File: config.mk
export PLATFORM = sky130hd
export DESIGN_NAME = queue_drain
export DESIGN_NICKNAME = d
export VERILOG_FILES = /design/src/rtl/queue_drain.sv
export SDC_FILE = /design/constraint.sdc
export NUM_CORES = 1
export LEC_CHECK = 0
export ABC_AREA = 1
export BUFFER_PORTS_ARGS = -buffer_cell sky130_fd_sc_hd__buf_2
export CAP_MARGIN = 20
export CELL_PAD_IN_SITES_DETAIL_PLACEMENT = 1
export CELL_PAD_IN_SITES_GLOBAL_PLACEMENT = 2
export CORE_MARGIN = 3
export CORE_UTILIZATION = 25
export CTS_CLUSTER_DIAMETER = 200
export DETAILED_ROUTE_END_ITERATION = 6
export GPL_TIMING_DRIVEN = 1
export PLACE_DENSITY = 0.72
export REMOVE_ABC_BUFFERS = 1
export SYNTH_ARGS = -nofsm -noshare
export SYNTH_HDL_FRONTEND = slang
export SYNTH_SLANG_ARGS = --single-unit
File: constraint.sdc
create_clock -name clock_10KHZ -period 4.4 [get_ports clock_10KHZ]
set_clock_uncertainty 0.05 [all_clocks]
set_input_delay 0.22 -clock clock_10KHZ [delete_from_list [all_inputs] [get_ports clock_10KHZ]]
set_output_delay 0.22 -clock clock_10KHZ [all_outputs]
set_load 0.02 [all_outputs]
File: src/rtl/queue_drain.sv
// Drains an 8-entry byte queue one entry at a time and shifts each byte out serially, MSB first.
// Also provides a frame strobe, a wrapping frame counter and a sticky handshake-timeout flag.
module queue_drain #(
  parameter int DATA_W     = 8,
  parameter int LEN_W      = 4,
  parameter int BIT_CYCLES = 4,
  parameter int GAP_CYCLES = 2,
  parameter int TIMEOUT    = 64
) (
  input  logic              clock_10KHZ,
  input  logic              reset,
  input  logic [LEN_W-1:0]  len_in,
  input  logic [DATA_W-1:0] data_in,
  input  logic [1:0]        queue_state_in,
  output logic              dequeue_out,
  output logic              serial_out,
  output logic              serial_valid,
  output logic              frame_done,
  output logic [7:0]        byte_count,
  output logic              busy,
  output logic              timeout_err
);

  localparam logic [1:0] Q_DEQUEUE = 2'd1;
  localparam logic [1:0] Q_WAIT    = 2'd2;

  localparam int CYC_W = (BIT_CYCLES > 1) ? $clog2(BIT_CYCLES) : 1;
  localparam int BIT_W = (DATA_W > 1) ? $clog2(DATA_W) : 1;
  localparam int GAP_W = (GAP_CYCLES > 1) ? $clog2(GAP_CYCLES) : 1;
  localparam int TMO_W = $clog2(TIMEOUT + 1);

  localparam logic [CYC_W-1:0] CYC_LAST = CYC_W'(BIT_CYCLES - 1);
  localparam logic [BIT_W-1:0] BIT_LAST = BIT_W'(DATA_W - 1);
  localparam logic [GAP_W-1:0] GAP_LAST = GAP_W'((GAP_CYCLES > 0) ? GAP_CYCLES - 1 : 0);
  localparam logic [TMO_W-1:0] TMO_LAST = TMO_W'(TIMEOUT - 1);

  typedef enum logic [2:0] {S_IDLE, S_REQ, S_ACK, S_SHIFT, S_GAP} state_t;

  state_t            state, state_nxt;
  logic [DATA_W-1:0] shift_q, shift_nxt;
  logic [CYC_W-1:0]  cyc_q, cyc_nxt;
  logic [BIT_W-1:0]  bit_q, bit_nxt;
  logic [GAP_W-1:0]  gap_q, gap_nxt;
  logic [TMO_W-1:0]  tmo_q, tmo_nxt;
  logic              deq_nxt, err_nxt, valid_nxt, sout_nxt, done_nxt, busy_nxt;
  logic [7:0]        cnt_nxt;

  always_comb begin
    state_nxt = state;
    shift_nxt = shift_q;
    cyc_nxt   = cyc_q;
    bit_nxt   = bit_q;
    gap_nxt   = gap_q;
    tmo_nxt   = tmo_q;
    deq_nxt   = dequeue_out;
    cnt_nxt   = byte_count;
    err_nxt   = timeout_err;

    unique case (state)
      S_IDLE: begin
        // Requesting with an empty queue would wedge it in DEQUEUE.
        if (len_in != '0 && queue_state_in == Q_WAIT) begin
          state_nxt = S_REQ;
          deq_nxt   = 1'b1;
          tmo_nxt   = '0;
        end
      end
      S_REQ: begin
        // An ENQUEUE in progress simply delays the dequeue; keep holding the request.
        tmo_nxt = tmo_q + 1'b1;
        if (queue_state_in == Q_DEQUEUE) begin
          deq_nxt   = 1'b0;
          state_nxt = S_ACK;
        end else if (tmo_q == TMO_LAST) begin
          err_nxt   = 1'b1;
          deq_nxt   = 1'b0;
          state_nxt = S_IDLE;
        end
      end
      S_ACK: begin
        tmo_nxt = tmo_q + 1'b1;
        if (queue_state_in == Q_WAIT) begin
          shift_nxt = data_in;
          bit_nxt   = BIT_LAST;
          cyc_nxt   = '0;
          state_nxt = S_SHIFT;
        end else if (tmo_q == TMO_LAST) begin
          err_nxt   = 1'b1;
          state_nxt = S_IDLE;
        end
      end
      S_SHIFT: begin
        if (cyc_q == CYC_LAST) begin
          cyc_nxt = '0;
          if (bit_q == '0) begin
            cnt_nxt   = byte_count + 8'd1;
            gap_nxt   = '0;
            state_nxt = (GAP_CYCLES == 0) ? S_IDLE : S_GAP;
          end else begin
            bit_nxt   = bit_q - 1'b1;
            shift_nxt = shift_q << 1;
          end
        end else begin
          cyc_nxt = cyc_q + 1'b1;
        end
      end
      S_GAP: begin
        if (gap_q == GAP_LAST) state_nxt = S_IDLE;
        else                   gap_nxt   = gap_q + 1'b1;
      end
      default: state_nxt = S_IDLE;
    endcase

    // Outputs are registered from next-state values so they line up with the state they describe.
    valid_nxt = (state_nxt == S_SHIFT);
    sout_nxt  = valid_nxt & shift_nxt[DATA_W-1];
    done_nxt  = valid_nxt && (bit_nxt == '0) && (cyc_nxt == CYC_LAST);
    busy_nxt  = (state_nxt != S_IDLE);
  end

  always_ff @(posedge clock_10KHZ or negedge reset) begin
    if (!reset) begin
      state        <= S_IDLE;
      shift_q      <= '0;
      cyc_q        <= '0;
      bit_q        <= '0;
      gap_q        <= '0;
      tmo_q        <= '0;
      dequeue_out  <= 1'b0;
      serial_out   <= 1'b0;
      serial_valid <= 1'b0;
      frame_done   <= 1'b0;
      byte_count   <= '0;
      busy         <= 1'b0;
      timeout_err  <= 1'b0;
    end else begin
      state        <= state_nxt;
      shift_q      <= shift_nxt;
      cyc_q        <= cyc_nxt;
      bit_q        <= bit_nxt;
      gap_q        <= gap_nxt;
      tmo_q        <= tmo_nxt;
      dequeue_out  <= deq_nxt;
      serial_out   <= sout_nxt;
      serial_valid <= valid_nxt;
      frame_done   <= done_nxt;
      byte_count   <= cnt_nxt;
      busy         <= busy_nxt;
      timeout_err  <= err_nxt;
    end
  end

endmodule

Word level (Yosys, flattened, before mapping)
Index checks and enable logic that the tools add are counted.
{"block": "op_classes", "add_sub_neg": 5, "eq_ne": 18, "muxes": 33, "bitwise_logic": 1, "n_reduce_logical": 20}
{"operator": "$mux W3", "count": 10}
{"operator": "$mux W8", "count": 3}
{"operator": "$pmux W8 S2", "count": 1}
{"operator": "$pmux W3 S5", "count": 1}
{"operator": "$ne A2 B2 Y1 const B", "count": 7}
{"operator": "$pmux W7 S2", "count": 1}
{"operator": "$reduce_and A3 Y1", "count": 4}
{"operator": "$reduce_bool A2 Y1", "count": 5}
{"operator": "$eq A3 B2 Y1 const B", "count": 3}
{"operator": "$logic_not A3 Y1", "count": 3}
{"operator": "$mux W1", "count": 9}
{"operator": "$add A8 B1 Y8 const B", "count": 1}
{"operator": "$add A7 B1 Y7 const B", "count": 1}
{"operator": "$eq A7 B6 Y1 const B", "count": 1}
{"operator": "$mux W7", "count": 1}
{"operator": "$eq A2 B2 Y1 const B", "count": 3}
{"operator": "$pmux W1 S2", "count": 3}
{"operator": "$pmux W3 S2", "count": 1}
{"operator": "$mux W2", "count": 2}
{"operator": "$pmux W2 S2", "count": 1}
{"operator": "$reduce_and A4 Y1", "count": 1}
{"operator": "$reduce_bool A4 Y1", "count": 1}
{"operator": "$eq A3 B1 Y1 const B", "count": 1}
{"operator": "$eq A3 B3 Y1 const B", "count": 1}
{"operator": "10 further kinds", "count": 12}
{"block": "totals", "regBits": 38, "input_bits": 16, "output_inout_bits": 14, "elab_cells": 91}

Depth between registers and ports, before layout
Gate-level depths: netlist of the first run.
{"block": "depth", "ltp_word": 7, "depth_mapped": 11}

Least setup slack after synthesis of the first run
Ideal clock, no wire load.
{"block": "synth_path", "path_type": "reg-to-reg", "startpoint": "register bit_q[0]", "endpoint": "register byte_count[7]", "setup_ns": 0.128, "t_arrival_ns": 1.295, "slack_ns": 2.927, "stages_incl_launch_ff": 9, "n_path_buf": 0, "synth_period_minus_slack_ns": 1.473, "path_cell_list": "dfrtp_1 -> inv_1 -> ha_1 -> nand2_2 -> nor2_4 -> nand2_4 -> nor3_2 -> nand3_1 -> xnor2_1"}
{"block": "synth_between", "elab_chain_cells": 2}
{"element": "start: declaration", "line_no": "42", "text": "logic [BIT_W-1:0] bit_q, bit_nxt;"}
{"element": "start signal: assignment", "line_no": "140", "text": "bit_q <= bit_nxt;"}
{"element": "$logic_not A3 Y1", "line_no": "95", "text": "if (bit_q == '0) begin"}
{"element": "$reduce_and A3 Y1 (no line)"}
{"element": "end signal: assignment", "line_no": "147", "text": "byte_count <= cnt_nxt;"}
{"element": "end: declaration", "line_no": "19", "text": "output logic [7:0] byte_count,"}
Every way passes these cells.
A chain may end at the register's enable or synchronous reset.

Final worst setup path of the first run
{"block": "layout_path", "startpoint": "register bit_q[1]", "endpoint": "register byte_count[7]"}
Same word-level chain as after synthesis.

==> impl_metrics.csv, run 1 <==
group,metric,value,unit
die,row_count,30,
detailed_routing,vias,1464,
detailed_routing,postRouteAntennaNets,0,
logic_synthesis,synth_cell_type_count,28,
clock_network,post_cts_buffers,0,
place,placedCellCount,333,
die,dieArea,0.00849,mm2
logic_synthesis,synth_warnings,0,
detailed_routing,drc,0,
logic_synthesis,synth_top_area_cell,"dfrtp_1",
die,io_pins,30,
place,dpl.hpwl,3130,um
die,die_h,92.1,um
layout,finalInstanceArea,0.00219,mm2
logic_synthesis,yosysSeqAreaShare,51.3,%
clock_network,clk_latency,290,ps
clock_network,cts_buffers,5,
global_route,grt_antenna_before_repair,0,
detailed_routing,first_pass_iters,4,
logic_synthesis,synthFlopType,"dfrtp_1",
global_route,track_usage,10.7,%
logic_synthesis,synth_top_cells_by_area,"dfrtp_1 (51%), nand2_1 (9.9%), inv_1 (4.9%), nand3_1 (4.3%), nor2_1 (3.8%)",
power,power_density,583,mW/mm2
clock_network,numClockSinks,38,
clock_network,cts_root_buf,"clkbuf_8",
global_route,grt_pass1_vias,1476,
layout,drive_gt1_share,23.0,%
sta,hold-worst-slack,-11.8,ps
run,cap_violations,0,
clock_network,cts_tree,"done",
logic_synthesis,synth_edf_count,0,
sta,period_share,36.6,%
clock_network,htreeDepth,2,
clock_network,ctsResizeCount,0,
layout,layout.cells.non_filler,340,
sta,relSlewSlack,42.8,%
die,core-area,0.00698,mm2
layout,n_antenna_cell,0,
detailed_routing,drt_wl_total,4120,um
sta,fin_setup_tns,0,ps
setup_path,path_max_fanout,7,
sta,tightest_slew,858,ps
power,leakage,1.13,nW
logic_synthesis,ys_async_sr_fraction,100,%
power,peakVddDrop,0.160,mV
detailed_routing,viasPerCell,4.31,
sta,slew_violations,0,
setup_path,critPathSlowestCell,"dfrtp_1",
detailed_routing,routedWlPerCell,12.1,um
logic_synthesis,synth_common_cells,"nand2_1 (49), dfrtp_1 (38), inv_1 (24)",
setup_path,path_cells,"inv_1, ha_1, nand2_2, nor2_4, nand2_4, nor3_2, nand3_1, xnor2_1",
setup_path,cp-end-kind,"flop",
place,port_buffers,29,
logic_synthesis,synth.most_common_cell,"nand2_1",
sta,fin_ws,2790,ps
run_status,violations,"hold timing",
place,pre_cts_ws,2770,ps
clock_network,cts_hold_buf,0,
global_route,grt_pass1_wl,7250,um
sta,rsz0062_at_grt,"false",
hold_path,holdCritPathClass,"in2async",
clock_network,path_clk_slew,80,ps
global_route,grt_max_degree,39,
global_route,gr-total-overflow,0,
place,gp_routability_congestion,0.793,
sta,hold_viol_final,13,
setup_path,cp_slowest_stage_delay,360,ps
run_status,status,"finished, violations left",
sta,fmax,0.620,GHz
logic_synthesis,netlist_instances,209,
layout,area_growth,17.9,%
die,initial_core_util,26.6,%
setup_path,worstSetupStartpointType,"flop",
setup_path,worstPathArrival,1740,ps
layout,finalNetCount,265,
setup_path,required,4530,ps
die,die_w,92.1,um
clock_network,cts_buffer_depth,2,
detailed_routing,drtIter0Drc,13,
logic_synthesis,syn-mean-instance-area,8.87,um2
sta,setup_viol,0,
setup_path,critPathKind,"reg2reg",
logic_synthesis,synth_seq_cells,38,
place,placed_cell_area,0.00211,mm2
logic_synthesis,synth_top_area_share,51.3,%
logic_synthesis,synth_area,0.00185,mm2
sta,period_needed,1610,ps
## worst paths after layout
path	startpoint	slack, ps	depth (start not counted)	end
max	bit_q[1]	2790	8	byte_count[7]
min reg2reg	byte_count[7]	420	1	byte_count[7]
min	reset	-10	1	dequeue_out
max in group asynchronous	reset	3770	1	frame_done
min in group clock_10KHZ	data_in[0]	110	2	shift_q[0]
max reg2reg	bit_q[1]	2790	8	byte_count[7]
## per-stage QoR
stage	util, %	power [mW]
2_1_floorplan	-	0.912
3_3_place_gp	30.2	1.05
3_5_place_dp	30.2	1.06
4_1_cts	31.3	1.30
5_1_grt	31.3	1.41
6_report	31.3	1.28
## layout make-up
class / instances / area [um2]
Fill cell: 853 / 4790
Inverter: 28 / 106
Multi-Input combinational cell: 142 / 786
Tap cell: 96 / 120
Timing Repair Buffer: 29 / 145
Clock inverter: 2 / 10.0
Clock buffer: 5 / 68.8
Sequential cell: 38 / 951
## cell families (layout without fill, tap and decap cells)
group | count (synthesis) | after routing | share of synthesized area (%)
buffers and inverters | 29 | 64 | 6.34
adder cells (fa/ha/maj) | 5 | 5 | 3.37
AO/OA/AOI/OAI | 28 | 28 | 9.31
flip-flops | 38 | 38 | 51.3
AND/OR/NAND/NOR | 100 | 100 | 25.3
XOR/XNOR | 8 | 8 | 3.78
multiplexers | 1 | 1 | 0.607
## sequential cells by signal (all words and copies together), names as in the netlist
signal,flops
bit_q,3
busy,1
byte_count,8
cyc_q,2
dequeue_out,1
frame_done,1
gap_q,1
serial_out,1
serial_valid,1
shift_q,8
state,3
timeout_err,1
tmo_q,7
## where the power goes
| part | leakage (nW) | switching (mW) | internal, mW |
|---|---|---|---|
| Sequential | 0.481 | 0.0704 | 0.468 |
| Combinational | 0.605 | 0.338 | 0.169 |
| Clock | 0.0438 | 0.124 | 0.106 |
## per-layer routing
| layer | part of all wire, % | track usage [%] | vias to the layer above | wire (um) |
|---|---|---|---|---|
| met1 | 50 | 14.6 | 699 | 2070 |
| met4 | 1.1 | 2.97 | 0 | 44 |
| met2 | 44 | 16.5 | 24 | 1830 |
| li1 | - | - | 737 | - |
| met3 | 4.2 | 3.28 | 4 | 173 |
| met5 | 0 | 0 | - | 0 |
## critical path, delay by kind of cell (launching register included)
family	cells	cell delay [ps]
buffers and inverters	1	120
xor gates and xnor gates	1	140
adders and majority gates	1	190
and+or+nand+nor	5	640
DFF	1	360
## cells in the final DEF, fill, tap and decap left out, types with 2 or more instances in the layout
cell      synthesis  layout
nand2_1          49      49
o21ai_0           8       8
xnor2_1           4       4
dfrtp_1          38      38
a22oi_1           6       6
nor2_4            4       4
clkinv_2          1       3
nand2_2           4       4
nor3_1            2       2
inv_2             3       3
xor2_1            4       4
buf_2             0      29
inv_1            24      24
nor2_1           19      19
o21ai_1           2       2
clkbuf_8          0       5
a21oi_1           7       7
nand3_1          16      16
ha_1              5       5
o22ai_1           2       2
nand3_2           2       2
Note: power is estimated with default switching activity, not from simulation.
==> run 2: changes to the inputs <==
- ABC_AREA: 1 -> 0
- PLACE_DENSITY: 0.72 -> 0.69
- clock period: 4.4 -> 1.6 ns (I/O delays scaled with it)
==> run 2 against run 1 <==
Net effect: first-iteration DRC count rose by 120%; critical path depth decreased by 4; design area increased by 17%; the flow finishes with violations (setup timing); combinational power rose to 3.6 times the previous value; largest cell class unchanged; global-route usage grew 1.1 points; via count rose by 7.6%; sequential power rose to 2.7 times the previous value; sequential cell count unchanged.
==> impl_metrics.csv, run 2 <==
group,metric,value,unit
logic_synthesis,synth_top_area_cell,"dfrtp_1",
detailed_routing,drtIter0Drc,28,
layout,fillCellCount,811,
sta,relSlewSlack,66.6,%
power,p_switching,1.39,mW
layout,layout_commonest_cell,"dfrtp_1",
place,gp_routability_congestion,0.718,
global_route,grt_pass1_wl,8010,um
global_route,grt_antenna_before_repair,0,
die,core-area,0.00698,mm2
layout,final_cell_mix,"dfrtp_1 (38), buf_2 (29), buf_4 (29)",
logic_synthesis,syn-mean-instance-area,10.8,um2
sta,fin_ws,-144,ps
power,netSwitchingFraction,35.4,%
layout,layout.cells.non_filler,334,
setup_path,path_max_fanout,5,
setup_path,worstSetupStartpointType,"flop",
detailed_routing,routedWlPerCell,14.0,um
run_status,violations,"setup timing",
place,placedCellCount,318,
logic_synthesis,yosysSeqAreaShare,51.7,%
setup_path,required,1770,ps
detailed_routing,first_pass_iters,4,
sta,rsz0062_at_grt,"true",
sta,hold-worst-slack,41.7,ps
place,port_buffers,29,
run_status,status,"finished, violations left",
clock_network,cts_root_buf,"clkbuf_8",
clock_network,numClockSinks,38,
global_route,grt_pass1_vias,1656,
sta,slew_violations,0,
power,peakVddDrop,0.550,mV
clock_network,clk_latency,290,ps
logic_synthesis,synth_top_cells_by_area,"dfrtp_1 (52%), a22o_1 (3.8%), xnor2_1 (3.8%), a21o_1 (3.7%), ha_1 (3.4%)",
power,power,3.93,mW
sta,tightest_slew,500,ps
layout,drive_gt1_share,38.7,%
power,power_density,1540,mW/mm2
layout,finalNetCount,258,
setup_path,cp-end-kind,"flop",
sta,setup_viol,20,
die,die_w,91.8,um
detailed_routing,viasPerCell,4.72,
global_route,track_usage,11.9,%
sta,hold_viol_final,0,
setup_path,worstPathArrival,1910,ps
detailed_routing,postRouteAntennaNets,0,
sta,period_share,109,%
clock_network,cts_tree,"done",
die,io_pins,30,
clock_network,cts_buffer_depth,2,
setup_path,critPathKind,"reg2reg",
power,leakage,1.22,nW
die,row_count,30,
logic_synthesis,synth_cell_type_count,45,
logic_synthesis,synth_area,0.00184,mm2
detailed_routing,drt_wl_total,4670,um
clock_network,htreeDepth,2,
logic_synthesis,synth_common_cells,"dfrtp_1 (38), nand2_1 (14), a21o_1 (9), nor2_1 (9)",
detailed_routing,vias,1575,
global_route,grt_max_degree,39,
power,internal_power,2.54,mW
power,combPwrFrac,46.2,%
hold_path,holdCritPathClass,"in2reg",
clock_network,cts_buffers,5,
power,clkPwrFrac,17.3,%
layout,top_regs,"byte_count x8, shift_q x8, tmo_q x7",
logic_synthesis,netlist_instances,171,
layout,n_antenna_cell,0,
die,dieArea,0.00843,mm2
logic_synthesis,synth_warnings,0,
run,cap_violations,0,
logic_synthesis,synth_top_area_share,51.7,%
detailed_routing,drc,0,
logic_synthesis,synth.most_common_cell,"dfrtp_1",
global_route,gr-total-overflow,0,
logic_synthesis,ys_async_sr_fraction,100,%
place,pre_cts_ws,-215,ps
logic_synthesis,synth_seq_cells,38,
logic_synthesis,synth_edf_count,0,
die,die_h,91.8,um
sta,fin_setup_tns,-1440,ps
place,dpl.hpwl,3270,um
die,initial_core_util,26.4,%
sta,fmax,0.573,GHz
layout,area_growth,38.5,%
clock_network,path_clk_slew,70,ps
power,power_frac_seq,36.5,%
logic_synthesis,synthFlopType,"dfrtp_1",
sta,period_needed,1740,ps
run 2: timing repair:
action / CTS / global route
setup endpoints to repair: 25 / 26
setup buffers: 4 / 0
pin swaps: 12 / 5
resized for setup: 20 / 9
hold buffers: 2 / 0
cloned: 2 / 0
endpoints found under the hold margin: 39 / 0
run 2: final cells by class:
class                           count  area [um2]  area share, %
Sequential cell                    38         951           37.3
Clock inverter                      1        5.00          0.196
Timing Repair Buffer               64         437           17.1
Multi-Input combinational cell    121         923           36.2
Tap cell                           96         120           4.71
Inverter                            7        26.3           1.03
Clock buffer                        7        86.3           3.39
run 2: path summary, 6_finish.rpt:
| path | start | to | slack [ps] | cells after the start |
|---|---|---|---|---|
| hold reg to reg | byte_count[7] | byte_count[7] | 400 | 1 |
| max in group asynchronous | reset | shift_q[5] | 820 | 3 |
| setup reg to reg | state[1] | tmo_q[3] | -140 | 4 |
| setup / recovery | state[1] | tmo_q[3] | -140 | 4 |
| hold / removal | data_in[2] | shift_q[2] | 40 | 3 |
| min in group asynchronous | reset | byte_count[7] | 330 | 3 |
run 2: metal layers:
| metal | routed length, um | track usage (%) | vias up |
|---|---|---|---|
| li1 | - | - | 760 |
| met1 | 2110 | 14.4 | 786 |
| met2 | 2340 | 20.0 | 23 |
| met3 | 154 | 3.04 | 6 |
| met4 | 72 | 4.95 | 0 |
| met5 | 0 | 0 | - |
run 2: critical path, stage by stage, from the launching register on:
cell	delay, ps
dfrtp_1	390
or4b_4	520
o22a_4	220
or3_1	370
a21oi_2	120
run 2: stage by stage:
stage / instance area (um2) / util (%)
final: 2550 / 36.5
after global routing: 2550 / 36.5
after CTS: 2510 / 35.9
after detailed placement: 2280 / 32.7
after global placement: 2280 / 32.7
after floorplan: 1790 / -
run 2: cells by family (layout without fill, tap and decap cells):
kind of cell               after synthesis  after routing  share of synthesized area [%]
xor gates and xnor gates                 8              8                           3.81
muxes                                    2              2                           1.16
buffers and inverters                   13             79                           3.94
AOI/OAI and AO/OA                       43             44                           16.5
adders and majority gates                5              5                           3.40
DFF                                     38             38                           51.7
and+or+nand+nor                         62             62                           19.6
run 2: power groups by stage:
stage                     Sequential (mW)  Clock [mW]  Combinational (mW)
after global placement               1.43           0                1.52
after floorplan                      1.52           0               0.764
after global routing                 1.48       0.767                2.04
after detailed placement             1.44           0                1.56
final                                1.44       0.680                1.82
after CTS                            1.43       0.725                1.79
==> run 3: changes to the inputs <==
- CORE_ASPECT_RATIO: unset -> 0.75
- SKIP_LAST_GASP: unset -> 1
==> run 3 against run 2 <==
Net effect: the flow still finishes with violations (setup timing); critical endpoint unchanged; maximum frequency increased by 1.6%; sequential power about the same; final cell count up 0.30%; die area increased by 0.13%; sequential share of layout area is 0.33 points lower; routed wire length decreased by 0.79%; largest cell class unchanged; critical path depth did not move; core utilization increased by 0.43 points; worst setup slack better by 27 ps.
==> impl_metrics.csv, run 3 (same netlist as run 2, synthesis figures left out) <==
group,metric,value,unit
run_status,status,"finished, violations left",
run_status,violations,"setup timing",
setup_path,crit_buf_inv,0,
setup_path,crit_family,"simple AND/OR/NAND/NOR gates",
hold_path,holdCritPathClass,"in2reg",
layout,layout.cells.non_filler,335,
place,placed_cell_area,0.00228,mm2
power,leakage,1.23,nW
layout,final_cell_mix,"dfrtp_1 (38), buf_2 (29), buf_4 (27)",
setup_path,r2r_setup_slack,-120,ps
setup_path,path_max_fanout,5,
detailed_routing,drtIter0Drc,45,
setup_path,worstPathArrival,1890,ps
power,power_density,1600,mW/mm2
place,port_buffers,29,
clock_network,numClockSinks,38,
die,initial_core_util,26.4,%
setup_path,critPathKind,"reg2reg",
detailed_routing,drt_wl_total,4640,um
sta,hold_viol_final,0,
global_route,grt_pass1_wl,7890,um
sta,period_share,107,%
layout,top_regs,"byte_count x8, shift_q x8, tmo_q x7",
clock_network,cts_buffers,5,
layout,layout_commonest_cell,"dfrtp_1",
place,placedCellCount,319,
layout,n_antenna_cell,0,
clock_network,cts_root_buf,"clkbuf_8",
sta,rsz0062_at_grt,"true",
layout,fillCellCount,815,
power,peakVddDrop,0.429,mV
detailed_routing,routedWlPerCell,13.8,um
layout,drive_gt1_share,39.2,%
detailed_routing,vias,1561,
global_route,grt_pass1_vias,1600,
sta,fmax,0.582,GHz
die,die_h,80.3,um
die,core-area,0.00696,mm2
global_route,grt_antenna_before_repair,0,
setup_path,critPathSlowestCell,"or4b_4",
sta,tightest_slew,459,ps
sta,setup_viol,9,
run,cap_violations,0,
die,row_count,26,
place,dpl.hpwl,3360,um
global_route,gr-total-overflow,0,
sta,slew_violations,0,
sta,hold-worst-slack,34.9,ps
setup_path,worstSetupStartpointType,"flop",
place,gp_routability_congestion,0.772,
clock_network,clk_latency,290,ps
detailed_routing,first_pass_iters,4,
global_route,track_usage,11.8,%
clock_network,cts_tree,"done",
detailed_routing,drc,0,
setup_path,path_cells,"or4b_4, o22a_4, or3_4, a21oi_2",
clock_network,htreeDepth,2,
clock_network,path_clk_slew,80,ps
setup_path,required,1770,ps
detailed_routing,postRouteAntennaNets,0,
sta,relSlewSlack,69.4,%
sta,fin_ws,-117,ps
die,die_w,105,um
setup_path,cp-end-kind,"flop",
global_route,grt_max_degree,21,
layout,finalInstanceArea,0.00257,mm2
layout,finalNetCount,257,
die,dieArea,0.00844,mm2
die,io_pins,30,
clock_network,cts_buffer_depth,2,
layout,area_growth,39.7,%
detailed_routing,viasPerCell,4.66,
setup_path,cp_slowest_stage_delay,530,ps
sta,period_needed,1720,ps
[run 3: cell count changes in the layout (fill, tap and decap cells not counted), moves of 2 or more]
cell	before	now
ha_2	0	2
buf_6	2	4
buf_4	29	27
o21ai_0	3	5
[run 3: area by class of cell]
| cell class | count | area [um2] | share of cell area [%] |
|---|---|---|---|
| clock buffer | 7 | 76.3 | 2.97 |
| clock inverter | 1 | 30.0 | 1.17 |
| inverter | 7 | 26.3 | 1.02 |
| multi-input combinational | 121 | 932 | 36.3 |
| sequential | 38 | 951 | 37.0 |
| tap | 98 | 123 | 4.77 |
| timing repair buffer | 63 | 433 | 16.8 |
[run 3: what timing repair did]
item / in CTS / in global routing
resized for setup: 17 / 15
setup endpoints to repair: 27 / 28
hold buffers: 2 / 0
gates cloned: 1 / 0
pin swaps: 11 / 6
buffers inserted: 1 / 5
hold endpoints to repair: 19 / 0
[run 3: routing by layer]
metal / global-route usage, % / vias up / part of all wire, % / wire length [um]
li1: - / 754 / - / -
met5: 0 / - / 0 / 0
met2: 18.1 / 23 / 45 / 2080
met1: 16.1 / 777 / 51 / 2350
met3: 2.49 / 7 / 3.1 / 143
met4: 4.72 / 0 / 1.4 / 66
[run 3: final timing paths]
kind                       cells past startpoint     startpoint            end
setup / recovery                               4       state[1]       tmo_q[3]
hold / removal                                 3     data_in[4]     shift_q[4]
setup reg to reg                               4       state[1]       tmo_q[3]
hold reg to reg                                1  byte_count[7]  byte_count[7]
max in group asynchronous                      3          reset  byte_count[5]
min in group asynchronous                      2          reset       tmo_q[2]
[run 3: report_power, final]
group          internal, mW  switching [mW]  leakage [nW]  total (mW)
Combinational         0.977           0.886         0.706        1.86
Sequential             1.25           0.186         0.476        1.44
Clock                 0.467           0.341        0.0524       0.808
[run 3: worst reg2reg max path: stages, from the launching register on]
cell     delay (ps)
dfrtp_1         400
or4b_4          530
o22a_4          230
or3_4           330
a21oi_2         120
[run 3: metrics by stage]
| step | utilization [%] | setup TNS, ps | worst slack [ps] | total power [mW] |
|---|---|---|---|---|
| after floorplan | - | -5240 | -387 | 2.28 |
| after global placement | 32.7 | -2670 | -182 | 2.97 |
| after detailed placement | 32.7 | -3030 | -237 | 3.02 |
| after CTS | 35.5 | -978 | -127 | 4.02 |
| after global routing | 36.9 | -1520 | -171 | 4.41 |
| final | 36.9 | -634 | -117 | 4.11 |
